$ cat config.mk
export PLATFORM = sky130hd
export DESIGN_NAME = booth_radix4_encoder
export DESIGN_NICKNAME = d
export VERILOG_FILES = /design/src/rtl/booth_pkg.sv /design/src/rtl/booth_digit_sel.sv /design/src/rtl/booth_radix4_encoder.sv
export SDC_FILE = /design/constraint.sdc
export NUM_CORES = 1
export LEC_CHECK = 0
export BUFFER_PORTS_ARGS = -buffer_cell sky130_fd_sc_hd__buf_2
export CORE_MARGIN = 2
export CORE_UTILIZATION = 39
export CTS_CLUSTER_DIAMETER = 100
export CTS_CLUSTER_SIZE = 30
export DETAILED_ROUTE_END_ITERATION = 10
export GPL_TIMING_DRIVEN = 0
export PLACE_DENSITY_LB_ADDON = 0.05
export SYNTH_ARGS = -nofsm -noshare
export SYNTH_HDL_FRONTEND = slang
export SYNTH_SLANG_ARGS = --single-unit
$ cat constraint.sdc
create_clock -name clk -period 0.8 [get_ports clk]
set_input_delay 0.16 -clock clk [delete_from_list [all_inputs] [get_ports clk]]
set_output_delay 0.16 -clock clk [all_outputs]
set_load 0.1 [all_outputs]
$ cat src/rtl/booth_pkg.sv
// Shared types and constants for the radix-4 Booth recoder.
// Digits are 3-bit two's complement values in {-2..+2}.
package booth_pkg;

  typedef logic [2:0] booth_digit_t;

  localparam booth_digit_t BD_P2 = 3'b010;
  localparam booth_digit_t BD_P1 = 3'b001;
  localparam booth_digit_t BD_Z  = 3'b000;
  localparam booth_digit_t BD_M1 = 3'b111;
  localparam booth_digit_t BD_M2 = 3'b110;

  localparam int BOOTH_NDIG = 4;

endpackage

$ cat src/rtl/booth_digit_sel.sv
// Maps one overlapping 3-bit Booth window to its signed digit.
// Purely combinational; 111 and 000 both give a true zero.
module booth_digit_sel
  import booth_pkg::*;
(
  input  logic [2:0]   win,
  output booth_digit_t dig
);

  always_comb begin
    dig = BD_Z;
    unique case (win)
      3'b001,
      3'b010:  dig = BD_P1;
      3'b011:  dig = BD_P2;
      3'b100:  dig = BD_M2;
      3'b101,
      3'b110:  dig = BD_M1;
      default: dig = BD_Z;
    endcase
  end

endmodule

$ cat src/rtl/booth_radix4_encoder.sv
// Radix-4 modified-Booth recoder for an 8-bit operand.
// Optional registered output stage with valid qualification.
module booth_radix4_encoder
  import booth_pkg::*;
#(
  parameter int REG_OUT = 1
) (
  input  logic         clk,
  input  logic         rst,
  input  logic         in_valid,
  input  logic [7:0]   x,
  output logic         out_valid,
  output booth_digit_t sdn1,
  output booth_digit_t sdn2,
  output booth_digit_t sdn3,
  output booth_digit_t sdn4
);

  // x[-1] = 0 appended below the LSB
  logic [8:0]   xe;
  booth_digit_t dig [BOOTH_NDIG];

  assign xe = {x, 1'b0};

  for (genvar i = 0; i < BOOTH_NDIG; i++) begin : g_dig
    booth_digit_sel u_sel (
      .win (xe[2*i+2 -: 3]),
      .dig (dig[i])
    );
  end

  if (REG_OUT != 0) begin : g_reg
    always_ff @(posedge clk or posedge rst) begin
      if (rst) begin
        out_valid <= 1'b0;
        sdn1      <= BD_Z;
        sdn2      <= BD_Z;
        sdn3      <= BD_Z;
        sdn4      <= BD_Z;
      end else begin
        out_valid <= in_valid;
        if (in_valid) begin
          sdn1 <= dig[0];
          sdn2 <= dig[1];
          sdn3 <= dig[2];
          sdn4 <= dig[3];
        end
      end
    end
  end else begin : g_comb
    // reset still blanks the outputs in pass-through mode
    assign out_valid = in_valid & ~rst;
    assign sdn1 = rst ? BD_Z : dig[0];
    assign sdn2 = rst ? BD_Z : dig[1];
    assign sdn3 = rst ? BD_Z : dig[2];
    assign sdn4 = rst ? BD_Z : dig[3];
  end

endmodule

After elaboration in Yosys (flattened, before gate mapping)
Cells that the tools add are included.
- add/sub/neg operators: 0
- bitwise logic cells: 0
- reduce and logical (&&, ||, !) cells: 6
- shift operators: 0
- div/mod/pow operators: 0
- $lt $le $gt $ge: 0
- multipliers: 0
- eq/ne operators: 21
- mux-type cells: 4
- operator list (kind ; number):
    one-hot mux 3 bit (4 select lines) ; 3
    == test 3 bit (second input constant) ; 9
    == test 3 x 2 -> 1 bit (second input constant) ; 6
    OR reduction 2 bit ; 6
    == test 3 x 1 -> 1 bit (second input constant) ; 3
    one-hot mux 3 bit (3 select lines) ; 1
    == test 2 bit (second input constant) ; 2
    == test 2 x 1 -> 1 bit (second input constant) ; 1
- flip-flop bits (word level): 13
- latch bits: 0
- output and inout bits: 13
- bits in writable memories: 0
- memories kept: 0
- logic and storage cells: 36
- bits in read-only memories: 0
- input bits: 11

Depth between registers and ports, before layout
- depth after elaboration: 3
- depth in mapped cells: 4
- mapped depth without buffers: 2

Modules after synthesis
From an unflattened synthesis, not the netlist that was laid out.
- cells, all modules: 44
- area total of the unflattened synthesis: 626.9 µm²
- by module, submodules not included (module ; area an instance (µm²) ; seq. area each (µm²) ; instances ; cells each):
    booth_radix4_encoder ; 516.7 ; 325.3 ; 1 ; 28
    booth_digit_sel ; 27.5 ; 0.0 ; 4 ; 4

Worst setup path after synthesis
Ideal clock, no wire load.
- path type: register -> output
- start: register, netlist name sdn1[1]
- end: output port sdn1[2]
- cell stages (with the launch flop): 2
- path buffers: 1
- data arrival time: 1337 ps
- required time: 640 ps
- slack: -697 ps
- cell sequence: dfrtp_1 buf_4
- RTL lines (what ; RTL line ; text):
    end: declaration ; booth_radix4_encoder.sv:13 ; output booth_digit_t sdn1,

==> results.yml <==
flow_run:
  drv_cap: 0
synthesis:
  ys_seq_area_frac: 0.562
  yosys_warnings: 0
  synthesis.area_um2: 534
  avgSynthCellArea_um2: 12.4
  synth.distinct_cells: 17
  synth-seq-cells: 12
  syn_inst: 43
  synth_fp_nets: 54
timing:
  fin_crit_sh: 1.48
  timing.final.crit_period_ns: 1.18
  max-slew-margin-rel: 0.693
  finalSetupTns_ns: -4.58
  rsz0062_at_grt: "true"
  tightest_slew_ns: 0.460
  setup_viol: 21
  clock_skew_ns: 0
  finalWorstSetupSlack_ns: -0.384
  hold_viol: 12
  fmax_ghz: 0.844
  slew_viol_final: 0
  hold-worst-slack_ns: -0.109
floorplanning:
  fp-row-count: 13
  core_um2: 1280
  die_area_um2: 1680
  die_h_um: 41.0
  initial_utilization: 0.416
  pin_count: 24
  die_w_um: 41.0
grt:
  grtUsageTotal: 0.162
  grt_max_degree: 13
  grt_pass1_wl_um: 1700
  grt_overflow: 0
  grt_pass1_vias: 383
  antenna_found_initial: 0
layout:
  regArea_um2: 345
  final_cells: 87
  area_growth_pct: 81.5
  multi_input_area_um2: 214
  antenna_cells: 0
  mostFrequentLayoutCells: "12 x dfrtp_4, 12 x buf_12, 10 x buf_2"
  final_nets: 85
  fillers: 88
  drive_gt1_frac: 0.722
critical_path:
  r2r-end: "sdn3[1]"
  required_ns: 0.64
  reg2reg_slack_ns: -0.16
  critPathKind: "reg2out"
  arrival_ns: 1.02
  critPathLaunchType: "register"
  cp_max_fo: 3
  rr_worst_depth: 2
  endpoint_kind: "output pin"
  rr_startpoint: "sdn3[1]"
place:
  portBuffers: 23
  place_congestion: 0.604
  place_ws_ns: -0.251
  dp.cells: 81
clock_tree:
  clkTransAtPathRegs_ns: 0.07
  clockBufferDepth: 2
  cts-root-buf: "clkbuf_4"
  tritoncts: "built"
  cts_max_level: 1
  cts.sinks: 12
  clock_latency_ns: 0.26
  cts-buffers-inserted: 3
status:
  violations: "negative hold slack, negative setup slack"
  status: "complete, but fails checks"
detailed_routing:
  detail_route.first_pass.iterations: 3
  via_count: 411
  viasPerCell: 4.72
  wl_per_cell_um: 13.0
  drtIter0Drc: 5
  drt_wl_total_um: 1130
  drcViolationCount: 0
  ant_nets: 0
power:
  power_density_nw_per_um2: 2250
  vdd_drop_max_uv: 1130
  leakage_uw: 0.000437
worst_hold_path:
  hold_class: "in2async"
==> metal layers <==
| layer | vias to the layer above | global-route usage | part of all wire |
|---|---|---|---|
| met4 | 0 | 0.0750 | 0.0053 |
| met2 | 10 | 0.262 | 0.57 |
| met5 | - | 0 | 0 |
| li1 | 205 | - | - |
| met1 | 194 | 0.193 | 0.40 |
| met3 | 2 | 0.0489 | 0.024 |
==> Yosys cell counts <==
| cell type | instances | area, um2 |
|---|---|---|
| a21boi_0 | 1 | 7.51 |
| nand3b_1 | 1 | 7.51 |
| and4b_1 | 2 | 20.0 |
| inv_1 | 2 | 7.51 |
| a31oi_1 | 1 | 6.26 |
| a211o_1 | 2 | 17.5 |
| a21boi_1 | 1 | 7.51 |
| buf_6 | 1 | 11.3 |
| nor2b_1 | 2 | 12.5 |
| xnor2_1 | 3 | 26.3 |
| dfrtp_1 | 12 | 300 |
| nor2_1 | 4 | 15.0 |
| a21oi_1 | 3 | 15.0 |
| buf_4 | 2 | 15.0 |
| a21bo_2 | 1 | 10.0 |
| mux2_2 | 4 | 45.0 |
| mux2i_1 | 1 | 10.0 |
==> worst max-delay path by stage <==
stage	depth (start not counted)	end	slack, ns	from
2_1_floorplan	2	sdn3[1]	-0.31	sdn3[1]
3_3_place_gp	2	sdn1[2]	-0.25	sdn1[1]
3_5_place_dp	2	sdn1[2]	-0.25	sdn1[1]
4_1_cts	2	sdn1[2]	-0.40	sdn1[1]
5_1_grt	2	sdn1[2]	-0.42	sdn1[1]
6_report	2	sdn1[2]	-0.38	sdn1[1]
==> through the flow <==
step / hold WS [ns] / utilization / area, um2 / total power, uW
after floorplan: 0.0249 / - / 579 / 1410
after global placement: 0.184 / 0.555 / 713 / 1530
after detailed placement: 0.192 / 0.555 / 713 / 1530
after CTS: -0.0986 / 0.732 / 941 / 2170
after global routing: -0.0791 / 0.755 / 970 / 2280
final: -0.109 / 0.755 / 970 / 2180
==> power by group <==
part           internal (uW)  leakage [uW]  total, uW  switching [uW]
combinational            396      0.000293       1040             649
clock                    174     0.0000138        352             178
sequential               714      0.000130        785            71.4
==> state kept, by name, summed over array words and instances (netlist names) <==
name / count
sdn2: 3
sdn3: 3
sdn4: 3
sdn1: 2
out_valid: 1
==> logic make-up after synthesis <==
| group | synth area share |
|---|---|
| compound gates | 0.119 |
| xor+xnor | 0.0492 |
| buf+inv | 0.0632 |
| flops | 0.562 |
| mux | 0.103 |
| simple gates | 0.103 |
==> repair_timing <==
action	CTS	global route
resized for setup	51	6
endpoints found under the hold margin	12	12
endpoints found under the setup margin	19	21
setup buffers	2	2
==> critical path, stage by stage, from the launching register on <==
cell and delay [ns]:
dfrtp_4 0.48, buf_6 0.12, buf_12 0.15
==> cell type report <==
| class | count | share of cell area |
|---|---|---|
| Buffer | 3 | 0.0310 |
| Timing Repair Buffer | 26 | 0.342 |
| Sequential cell | 12 | 0.356 |
| Tap cell | 15 | 0.0194 |
| Inverter | 2 | 0.00774 |
| Multi-Input combinational cell | 26 | 0.221 |
| Clock buffer | 3 | 0.0232 |
Note: power is estimated with default switching activity, not from simulation.
